===== src/rtl/onchip_mem_arbiter_pkg.sv =====
// Shared definitions for the on-chip memory arbiter.
// Contents:
//   - arb_state_t         : arbiter state encoding (RUN / DRAIN / HALTED)
//   - REQ_REG/PAT/HOST    : requester index constants
//   - ARB_NUM_REQ         : default number of requesters
//   - ARB_MAX_OUTSTANDING : default read-tag FIFO depth
package onchip_mem_arbiter_pkg;

  typedef enum logic [1:0] {
    ST_RUN    = 2'd0,
    ST_DRAIN  = 2'd1,
    ST_HALTED = 2'd2
  } arb_state_t;

  localparam int REQ_REG  = 0;  // register poll / update
  localparam int REQ_PAT  = 1;  // pattern fetch
  localparam int REQ_HOST = 2;  // host loader

  localparam int ARB_NUM_REQ         = 3;
  localparam int ARB_MAX_OUTSTANDING = 4;

endpackage


===== src/rtl/arb_tag_fifo.sv =====
// Read-tag FIFO: remembers which requester issued each outstanding read so
// returning data can be steered back in issue order.
// Ports:
//   clk, rst        : clock, asynchronous active-high reset
//   i_push/i_push_data : enqueue a tag (accepted when not full, or when a pop
//                        happens in the same cycle)
//   i_pop           : dequeue the head (ignored when empty)
//   o_head          : current head tag
//   o_full/o_empty  : level flags
module arb_tag_fifo #(
  parameter int DEPTH = 4,
  parameter int W     = 2
) (
  input  logic         clk,
  input  logic         rst,
  input  logic         i_push,
  input  logic [W-1:0] i_push_data,
  input  logic         i_pop,
  output logic [W-1:0] o_head,
  output logic         o_full,
  output logic         o_empty
);

  localparam int PTR_W = (DEPTH > 1) ? $clog2(DEPTH) : 1;
  localparam int CNT_W = $clog2(DEPTH + 1);

  logic [W-1:0]     r_mem [DEPTH];
  logic [PTR_W-1:0] r_wr_ptr;
  logic [PTR_W-1:0] r_rd_ptr;
  logic [CNT_W-1:0] r_count;
  logic             w_do_push;
  logic             w_do_pop;

  function automatic logic [PTR_W-1:0] ptr_inc(input logic [PTR_W-1:0] p);
    return (p == PTR_W'(DEPTH - 1)) ? '0 : p + 1'b1;
  endfunction

  assign o_empty   = (r_count == '0);
  assign o_full    = (r_count == CNT_W'(DEPTH));
  assign o_head    = r_mem[r_rd_ptr];
  assign w_do_pop  = i_pop && !o_empty;
  // A simultaneous pop frees the slot the push needs.
  assign w_do_push = i_push && (!o_full || w_do_pop);

  always_ff @(posedge clk or posedge rst) begin
    if (rst) begin
      r_wr_ptr <= '0;
      r_rd_ptr <= '0;
      r_count  <= '0;
    end else begin
      if (w_do_push) r_wr_ptr <= ptr_inc(r_wr_ptr);
      if (w_do_pop)  r_rd_ptr <= ptr_inc(r_rd_ptr);
      if (w_do_push && !w_do_pop)      r_count <= r_count + CNT_W'(1);
      else if (w_do_pop && !w_do_push) r_count <= r_count - CNT_W'(1);
    end
  end

  // Storage needs no reset: the pointers/count define which entries are live.
  always_ff @(posedge clk) begin
    if (w_do_push) r_mem[r_wr_ptr] <= i_push_data;
  end

endmodule


===== src/rtl/onchip_mem_arbiter.sv =====
// Round-robin arbiter between NUM_REQ requesters sharing one on-chip memory
// port, with in-order read-return steering and a drain/quiesce handshake.
// Ports:
//   clk, rst            : clock, asynchronous active-high reset
//   req_*               : packed per-requester request bundles (slot i at i*W)
//   req_ready           : one-hot grant
//   rsp_valid/rsp_data  : one-hot read-return strobe, shared read data
//   mem_*               : registered memory command / memory read return
//   drain_req/drain_done: quiesce handshake
//   err_unexpected_rsp  : sticky, read return seen with nothing outstanding
//   dbg_state           : current arbiter state
//
// Handshake: a request transfers in the cycle where req_valid[i] and
// req_ready[i] are both high; req_valid may be held across cycles and the
// requester must keep its request fields stable until it sees req_ready.
module onchip_mem_arbiter
  import onchip_mem_arbiter_pkg::*;
#(
  parameter int NUM_REQ         = ARB_NUM_REQ,
  parameter int ADDR_W          = 13,
  parameter int DATA_W          = 256,
  parameter int MAX_OUTSTANDING = ARB_MAX_OUTSTANDING
) (
  input  logic                        clk,
  input  logic                        rst,
  input  logic [NUM_REQ-1:0]          req_valid,
  input  logic [NUM_REQ-1:0]          req_write,
  input  logic [NUM_REQ*ADDR_W-1:0]   req_addr,
  input  logic [NUM_REQ*DATA_W/8-1:0] req_byte_enable,
  input  logic [NUM_REQ*DATA_W-1:0]   req_wdata,
  output logic [NUM_REQ-1:0]          req_ready,
  output logic [NUM_REQ-1:0]          rsp_valid,
  output logic [DATA_W-1:0]           rsp_data,
  output logic                        mem_chip_select,
  output logic                        mem_read,
  output logic                        mem_write,
  output logic [ADDR_W-1:0]           mem_addr,
  output logic [DATA_W/8-1:0]         mem_byte_enable,
  output logic [DATA_W-1:0]           mem_write_data,
  input  logic                        mem_read_valid,
  input  logic [DATA_W-1:0]           mem_read_data,
  input  logic                        drain_req,
  output logic                        drain_done,
  output logic                        err_unexpected_rsp,
  output arb_state_t                  dbg_state
);

  localparam int BE_W  = DATA_W / 8;
  localparam int TAG_W = (NUM_REQ > 1) ? $clog2(NUM_REQ) : 1;

  arb_state_t        r_state;
  arb_state_t        w_next_state;
  logic [TAG_W-1:0]  r_rr_ptr;
  logic              r_mem_cs;
  logic              r_mem_rd;
  logic              r_mem_wr;
  logic [ADDR_W-1:0] r_mem_addr;
  logic [BE_W-1:0]   r_mem_be;
  logic [DATA_W-1:0] r_mem_wdata;
  logic              r_err;

  logic [NUM_REQ-1:0] w_grant;
  logic               w_gnt_found;
  logic [TAG_W-1:0]   w_gnt_idx;
  logic               w_gnt_write;
  logic [ADDR_W-1:0]  w_gnt_addr;
  logic [BE_W-1:0]    w_gnt_be;
  logic [DATA_W-1:0]  w_gnt_wdata;
  logic               w_grant_en;
  logic               w_read_ok;
  logic               w_push;
  logic               w_pop;
  logic               w_fifo_full;
  logic               w_fifo_empty;
  logic [TAG_W-1:0]   w_fifo_head;

  // Grants only in RUN; rst is folded in so req_ready drops without a clock.
  assign w_grant_en = (r_state == ST_RUN) && !rst;
  assign w_pop      = mem_read_valid && !w_fifo_empty;
  // A return popping this cycle frees a slot for a read granted this cycle.
  assign w_read_ok  = !w_fifo_full || w_pop;

  // Search starts one past the last grant; r_rr_ptr holds the last grant.
  always_comb begin
    int idx;
    idx         = 0;
    w_grant     = '0;
    w_gnt_found = 1'b0;
    w_gnt_idx   = '0;
    for (int k = 1; k <= NUM_REQ; k++) begin
      idx = (int'(r_rr_ptr) + k) % NUM_REQ;
      if (w_grant_en && !w_gnt_found && req_valid[idx] &&
          (req_write[idx] || w_read_ok)) begin
        w_gnt_found  = 1'b1;
        w_gnt_idx    = TAG_W'(idx);
        w_grant[idx] = 1'b1;
      end
    end
  end

  assign req_ready   = w_grant;
  assign w_gnt_write = req_write[w_gnt_idx];
  assign w_gnt_addr  = req_addr[w_gnt_idx*ADDR_W +: ADDR_W];
  assign w_gnt_be    = req_byte_enable[w_gnt_idx*BE_W +: BE_W];
  assign w_gnt_wdata = req_wdata[w_gnt_idx*DATA_W +: DATA_W];
  assign w_push      = w_gnt_found && !w_gnt_write;

  arb_tag_fifo #(
    .DEPTH (MAX_OUTSTANDING),
    .W     (TAG_W)
  ) u_tag_fifo (
    .clk         (clk),
    .rst         (rst),
    .i_push      (w_push),
    .i_push_data (w_gnt_idx),
    .i_pop       (w_pop),
    .o_head      (w_fifo_head),
    .o_full      (w_fifo_full),
    .o_empty     (w_fifo_empty)
  );

  // Return steering: reset empties the FIFO, so no strobe can leak in reset.
  always_comb begin
    rsp_valid = '0;
    if (w_pop) rsp_valid[w_fifo_head] = 1'b1;
  end
  assign rsp_data = mem_read_data;

  always_comb begin
    w_next_state = r_state;
    unique case (r_state)
      ST_RUN:    if (drain_req) w_next_state = ST_DRAIN;
      ST_DRAIN:  if (w_fifo_empty && !r_mem_cs) w_next_state = ST_HALTED;
      ST_HALTED: if (!drain_req) w_next_state = ST_RUN;
      default:   w_next_state = ST_RUN;
    endcase
  end

  always_ff @(posedge clk or posedge rst) begin
    if (rst) begin
      r_state     <= ST_RUN;
      r_rr_ptr    <= TAG_W'(NUM_REQ - 1);
      r_mem_cs    <= 1'b0;
      r_mem_rd    <= 1'b0;
      r_mem_wr    <= 1'b0;
      r_mem_addr  <= '0;
      r_mem_be    <= '0;
      r_mem_wdata <= '0;
      r_err       <= 1'b0;
    end else begin
      r_state     <= w_next_state;
      r_mem_cs    <= w_gnt_found;
      r_mem_rd    <= w_gnt_found && !w_gnt_write;
      r_mem_wr    <= w_gnt_found && w_gnt_write;
      r_mem_addr  <= w_gnt_found ? w_gnt_addr : '0;
      r_mem_be    <= (w_gnt_found && w_gnt_write) ? w_gnt_be : '0;
      r_mem_wdata <= (w_gnt_found && w_gnt_write) ? w_gnt_wdata : '0;
      if (w_gnt_found) r_rr_ptr <= w_gnt_idx;
      if (mem_read_valid && w_fifo_empty) r_err <= 1'b1;
    end
  end

  assign mem_chip_select    = r_mem_cs;
  assign mem_read           = r_mem_rd;
  assign mem_write          = r_mem_wr;
  assign mem_addr           = r_mem_addr;
  assign mem_byte_enable    = r_mem_be;
  assign mem_write_data     = r_mem_wdata;
  // r_state is a flop, so this output is registered and high only in HALTED.
  assign drain_done         = (r_state == ST_HALTED);
  assign err_unexpected_rsp = r_err;
  assign dbg_state          = r_state;

endmodule


===== config.mk =====
export PLATFORM = sky130hd
export DESIGN_NAME = onchip_mem_arbiter
export DESIGN_NICKNAME = d
export VERILOG_FILES = /design/src/rtl/onchip_mem_arbiter_pkg.sv /design/src/rtl/arb_tag_fifo.sv /design/src/rtl/onchip_mem_arbiter.sv
export SDC_FILE = /design/constraint.sdc
export NUM_CORES = 1
export LEC_CHECK = 0
export CORE_AREA = 2 2 672 674
export DETAILED_ROUTE_END_ITERATION = 10
export DIE_AREA = 0 0 674 676
export SYNTH_ARGS = -nofsm -noshare
export SYNTH_HDL_FRONTEND = slang
export SYNTH_SLANG_ARGS = --single-unit

===== constraint.sdc =====
create_clock -name clk -period 11.97 [get_ports clk]
set_input_delay 1.197 -clock clk [delete_from_list [all_inputs] [get_ports clk]]
set_output_delay 1.197 -clock clk [all_outputs]
set_load 0.03 [all_outputs]

==> impl_results.md, run 1 <==
* Vias in the first global route at ~19000
* Top-area cell type share of the netlist area at 41.1%
* EDFF count, synth at 8
* Synth top area cells: dfrtp_1 41%, mux2i_1 16%, a211oi_2 14%
* Post-synthesis cell area at 0.0192 sq mm
* Starting density of the core at under 10%
* Cell Rows at roughly 250
* Via count at 20200
* Critical Path RT at 12.60 ns
* Longest Clk Path Bufs at 3
* RSZ-0062 raised after global routing: no
* Post-CTS Resized at 0
* Clock Latency Late Sink at ~0.79 ns
* CTS clk-pin slew, worst paths at 0.06 ns
* CTS Buf Count at 51
* Post-Layout Cell Count at 8732
* Global-route wire length before repair at a little under 400000 um
* Synth unique cells at 53
* Drc violations at 0
* Worst path most repeated cell: buf_4
* Psw at 2.99 mW
* Detail Placement HPWL at 328000 um
* Post-Layout Inst Area at 0.0384 sq mm
* Worst hold path cell count at 1
* Maxcap violations at 0
* FFs w/ async S/R, synth at 97.5%
* Final worst-path cycle share at 48.3%
* Post-synthesis sequential area ratio at between 40% and 50%
* CP max FO at 152
* Static leakage at roughly 12 nW
* Grt ovf at 0
* Total Routing Usage GR at 15.0%
* Mean area per synthesized cell at 11.1 sq um
* Depth of the most critical reg-to-reg path at 12
* CTS root buffer: clkbuf_16
* CP max stage delay at roughly 0.76 ns
* Sequential power share at about 23%
* Drt wl/cell at 40.6 um
* # hold bufs at CTS at 0
* Comb pwr share at 51.2%
* Startpoint Class: primary input
* Pre-Repair DR Iteration Count at 5
* Vias/cell at 2.32
* Hold crit path type: reg2reg
* Die area at 0.456 sq mm
* Io pins at ~1700
* Slew Viols, Final at 0
* Core Util, Final at under 10%
* DP Cell Count at 8539
* Tmin final at about 5.8 ns
* Clock power share at 25.9%
* Worst path slowest cell: buf_4
* Fill cell count at 51900
* Primary FF master, synth: dfrtp_1
* CP endpoint kind: register
* Setup bufs post-CTS at 0
* CP Class: in2reg
* Switch share at 46.3%
* # setup viols final at 0
* GP Congestion at 0.846
* Slew margin rel. at 24.0%
* Transition time of the tightest slew-check pin at ~1.1 ns
* H-Tree Depth at 2
* Area leader, netlist: dfrtp_1
* Number of synthesized register bits at around 320
* Critical Path AT at 6.42 ns
* Crit-path cells: clkdlybuf4s50_1 > nor4b_4 > o211ai_1 > and2_1 > a221oi_2 > or2_4 > buf_4 > buf_4 > buf_12 > nor2_1 > a211oi_2
* Share of cells above drive strength 1 at 13.0%
* Reg area at approximately 0.0081 sq mm
* Setup TNS at 0 ns
* Final WL at around 350000 um
* Initial antenna violation count at 506
* Fin nets at 3820
* Synth Net Count at 2908
* Area occupied by multi-input gates at about 0.0083 sq mm
* Peak supply drop at 137 uV
* PD cells at 168 mW/mm^2
* Most common cell in the netlist: dfrtp_1
* Largest net degree at the start of global routing at 153
* CTS tree: done
* Cell Int Power at 3.47 mW
* Core region area at 0.448 sq mm
* Hold Fails Final Rpt at 0
* Port bufs at 1226
* Ys Warns at 0
* DIE WIDTH at 674 um
* DRT iter0 DRCs at 1237
* Final ANT Viol Nets at 0
* Placed inst area at around 0.036 sq mm
* Synth top cells by count: 315 x dfrtp_1, 305 x mux2i_1, 299 x nor2_1
* Status: finished, final reports clean
* CTS sink count at 324
* Syn Inst Count at 1728
* P&R area growth vs syn at 100%
* F_max at 173 MHz
* Die Span Y at 676 um
* Final Skew at 0.0828 ns
-- cell families (layout without fill, tap and decap cells) --
group           Yosys count  after routing  share of synthesized area, %
buf+inv                 404           1359                          14.6
simple gates            345            345                          7.33
compound gates          329            329                          18.2
flops                   324            324                          42.5
mux                     312            312                          16.4
fa+ha+maj                11             11                         0.757
xor+xnor                  3              3                         0.137
other cells               0             97                             0
-- per-stage QoR --
step           setup slack (ns)  hold slack, ns  power, mW
2_1_floorplan              2.03           0.465       3.48
3_3_place_gp               5.45           0.468       4.89
3_5_place_dp               5.33           0.472       4.92
4_1_cts                    6.16           0.497       6.69
5_1_grt                    5.78           0.510       6.80
6_report                   6.19           0.491       6.46
-- sequential cells by signal (all words and copies together), names as in the netlist, 2 cells and up --
| register | flops |
|---|---|
| r_rr_ptr | 2 |
| mem_byte_enable | 32 |
| dbg_state | 2 |
| u_tag_fifo.r_rd_ptr | 2 |
| u_tag_fifo.r_count | 3 |
| u_tag_fifo.r_wr_ptr | 2 |
| mem_write_data | 256 |
| u_tag_fifo.r_mem | 8 |
| mem_addr | 13 |
-- final timing paths --
| check | from | to | slack (ns) |
|---|---|---|---|
| min in group asynchronous | rst | mem_write_data[17] | 1.09 |
| min reg2reg | err_unexpected_rsp | err_unexpected_rsp | 0.49 |
| max reg2reg | r_rr_ptr[0] | mem_write_data[112] | 6.43 |
| min | err_unexpected_rsp | err_unexpected_rsp | 0.49 |
| max in group asynchronous | rst | mem_write_data[195] | 9.38 |
| max | mem_read_valid | mem_write_data[112] | 6.19 |
-- metal layers --
layer  track usage, %  share of wire, %
met1             11.7                27
met2             26.7                49
met3             13.7                19
met4             3.97               3.8
met5            0.610              0.63
-- power by group through the flow --
stage / Sequential (mW) / Combinational [mW] / Clock [mW]
3_5_place_dp: 1.50 / 3.42 / 0
5_1_grt: 1.50 / 3.51 / 1.80
4_1_cts: 1.48 / 3.43 / 1.78
6_report: 1.48 / 3.31 / 1.68
2_1_floorplan: 1.97 / 1.51 / 0
3_3_place_gp: 1.49 / 3.40 / 0
-- layout by cell type, fill, tap and decap left out, types with 3 or more instances in the layout --
| cell | instances |
|---|---|
| edfxtp_1 | 8 |
| nor2_1 | 299 |
| and2_1 | 5 |
| a21o_1 | 3 |
| clkinv_4 | 5 |
| dfrtp_1 | 315 |
| clkbuf_16 | 51 |
| bufinv_16 | 4 |
| nor3_1 | 4 |
| nand3b_1 | 6 |
| clkinv_16 | 3 |
| clkinv_2 | 7 |
| a211oi_1 | 84 |
| nand2_1 | 15 |
| buf_12 | 4 |
| a211oi_2 | 209 |
| diode_2 | 97 |
| mux2i_1 | 304 |
| o22ai_1 | 3 |
| clkbuf_8 | 6 |
| clkdlybuf4s50_1 | 1219 |
| clkbuf_1 | 7 |
| inv_6 | 7 |
| inv_1 | 9 |
| mux2_2 | 5 |
| a21oi_1 | 5 |
| buf_4 | 26 |
| ha_1 | 10 |
| o21ai_0 | 12 |
| clkinvlp_4 | 7 |
-- cell type report --
class,count,share of cell area [%]
Antenna cell,97,0.632
Clock buffer,64,3.60
Clock inverter,32,1.03
Inverter,11,0.140
Multi-Input combinational cell,1000,21.5
Sequential cell,324,21.2
Tap cell,5952,19.4
Timing Repair Buffer,1252,32.5
-- worst max-delay path, delay by kind of cell --
kind	cells	cell delay, ns
compound gates	3	0.84
simple gates	4	1.59
buf+inv	4	2.47
Note: power is estimated with default switching activity, not from simulation.
==> inputs of run 2 (changes only) <==
- CORE_AREA: 2 2 672 674 -> 2 2 686 688
- DIE_AREA: 0 0 674 676 -> 0 0 688 690
- clock period: 11.97 -> 5.3 ns (I/O delays scaled with it)
==> run 2 against run 1 <==
  * First-iteration DRC count increased by 15%
  * Wire length increased by 0.58%
  * Hold slack got worse by 0.13 ns
  * Highest routed layer unchanged
  * Cell area increased by 1.6%
  * Utilization decreased by 0.21 points
  * Via count decreased by 1.9%
  * Worst setup slack got worse by 5.3 ns
  * Clock power increased by 120%
==> impl_results.md, run 2 (same netlist as run 1, synthesis figures left out) <==
* Status: finished, final reports clean
* Fin nets at 3852 (+0.84%)
* Post-Layout Inst Area at 0.0391 sq mm (+1.6%)
* Initial antenna violation count at 443 (-12%)
* Static leakage at 12.6 nW (+2.0%)
* Maxcap violations at 0 (unchanged)
* CP Class: reg2out
* CTS root buffer: clkbuf_16
* Most frequent cells in the layout: 1207 x clkdlybuf4s50_1, 315 x dfrtp_1, 303 x mux2i_1
* Die area at 0.475 sq mm (+4.2%)
* Worst r2r src: r_rr_ptr[0]
* Post-Layout Cell Count at 8992 (+3.0%)
* Drt wl/cell at 39.7 um (-2.3%)
* Final WL at 357000 um (+0.58%)
* GP Congestion at 0.831 (-1.7%)
* Reg area at 0.00815 sq mm (unchanged)
* Slew margin rel. at 22.6% (-1.4 points)
* Hold Fails Final Rpt at 0 (unchanged)
* Most common cell after layout, fill and taps aside: clkdlybuf4s50_1
* Largest net degree at the start of global routing at 144 (-5.9%)
* # hold bufs at CTS at 0 (unchanged)
* Critical Path AT at 3.84 ns (-2.58 ns)
* DRT iter0 DRCs at 1426 (+15%)
* Critical Path RT at 4.77 ns (-7.83 ns)
* Final worst slack at 0.932 ns (-5.25 ns)
* Drc violations at 0 (unchanged)
* Hold Worst Slack at 0.358 ns (-0.133 ns)
* Die Span Y at 690 um (+2.1%)
* Vias in the first global route at 19100 (+2.2%)
* Post-CTS Resized at 0 (unchanged)
* P&R area growth vs syn at 104%
* Via count at 19900 (-1.9%)
* Starting density of the core at 4.11% (-0.17 points)
* Placed inst area at 0.0371 sq mm (+1.9%)
* Reg2reg end: mem_write_data[228]
* Transition time of the tightest slew-check pin at 1.16 ns (+0.0494 ns)
* Grt ovf at 0 (unchanged)
* Pre-Repair DR Iteration Count at 5 (unchanged)
* Cell Rows at 251 (+2.0%)
* Worst hold path cell count at 3 (+2)
* Global-route wire length before repair at 402000 um (+1.5%)
* CP endpoint kind: primary output
* Tmin final at 4.37 ns
* Depth of the most critical reg-to-reg path at 11 (-1)
* Fill cell count at 54300 (+4.6%)
* Port bufs at 1226 (unchanged)
* Core region area at 0.467 sq mm (+4.2%)
* PnR Total Power at 15.4 mW (+140%)
* Worst Hold End: mem_write_data[20]
* Setup TNS at 0 ns (unchanged)
* CTS tree: done
* Vias/cell at 2.21 (-4.8%)
* Setup bufs post-CTS at 0 (unchanged)
* PD cells at 394 mW/mm^2 (+130%)
* CP max FO at 11 (-93%)
* Worst path slowest cell: clkdlybuf4s50_1
* Share of cells above drive strength 1 at 14.5% (+1.4 points)
* H-Tree Depth at 2 (unchanged)
* HP Start: req_wdata[532]
* Slew Viols, Final at 0 (unchanged)
* DP Cell Count at 8816 (+3.2%)
* Area occupied by multi-input gates at 0.00826 sq mm (about the same)
* CTS sink count at 324 (unchanged)
* F_max at 229 MHz
* Longest Clk Path Bufs at 3 (unchanged)
* Crit-path cells: inv_1 > ha_1 > or4_1 > o22ai_2 > and2_1 > a21oi_1 > a21oi_1 > clkdlybuf4s50_1
* Dpl ws at 0.945 ns (-4.38 ns)
* Final ANT Viol Nets at 0 (unchanged)
* RSZ-0062 raised after global routing: no
* Clock Latency Late Sink at 0.77 ns (-0.02 ns)
* Worst reg-to-reg setup slack at 1.22 ns (-5.21 ns)
* DIE WIDTH at 688 um (+2.1%)
* CP max stage delay at 0.87 ns (+0.11 ns)
* Detail Placement HPWL at 331000 um (+1.0%)
* Worst path most repeated cell: a21oi_1
* Total Routing Usage GR at 14.5% (-0.44 points)
* # setup viols final at 0 (unchanged)
* Core Util, Final at 8.37% (-0.21 points)
* Final worst-path cycle share at a little over 80%
* Hold crit path type: in2reg
* Io pins at 1739 (unchanged)
* Final Skew at 0.0750 ns (-0.00779 ns)
* Number of flip-flops in the largest register at 256 (unchanged)
* Peak supply drop at 279 uV (+100%)
* CTS Buf Count at 52 (+2.0%)
* Startpoint Class: register
* CTS clk-pin slew, worst paths at 0.07 ns (about the same)
-- run 2: cell type report --
cell class,count,area share [%]
antenna,82,0.525
inverter,11,0.128
clock buffer,68,3.77
tap,6198,19.9
sequential,324,20.9
timing repair buffer,1283,32.9
multi-input combinational,1000,21.1
clock inverter,26,0.775
-- run 2: worst max-delay path by stage --
stage,start,depth (start not counted),slack [ns],end
after floorplan,rst,1,0.56,dbg_state[0]
after global placement,rst,11,0.92,mem_write_data[22]
after CTS,r_rr_ptr[0],8,0.87,req_ready[1]
after global routing,r_rr_ptr[0],8,0.75,req_ready[1]
after detailed placement,rst,11,0.95,mem_write_data[13]
final,r_rr_ptr[0],8,0.93,req_ready[1]
-- run 2: critical path, delay by kind of cell, from the launching register on --
family	cells	cell delay, ns
buffers and inverters	2	0.95
and+or+nand+nor	2	0.90
AOI/OAI and AO/OA	3	0.58
DFF	1	0.40
adders and majority gates	1	0.31
-- run 2: power by group --
part	internal [mW]	switching (mW)
Combinational	2.79	5.45
Sequential	3.08	0.290
Clock	2.12	1.65
-- run 2: per-layer routing --
layer  vias up  global-route usage (%)  part of all wire (%)
li1       7883                       -                     -
met1      8937                    12.0                    29
met2      1929                    25.6                    49
met3       886                    13.1                    19
met4       218                    3.01                   3.4
met5         -                   0.202                  0.45
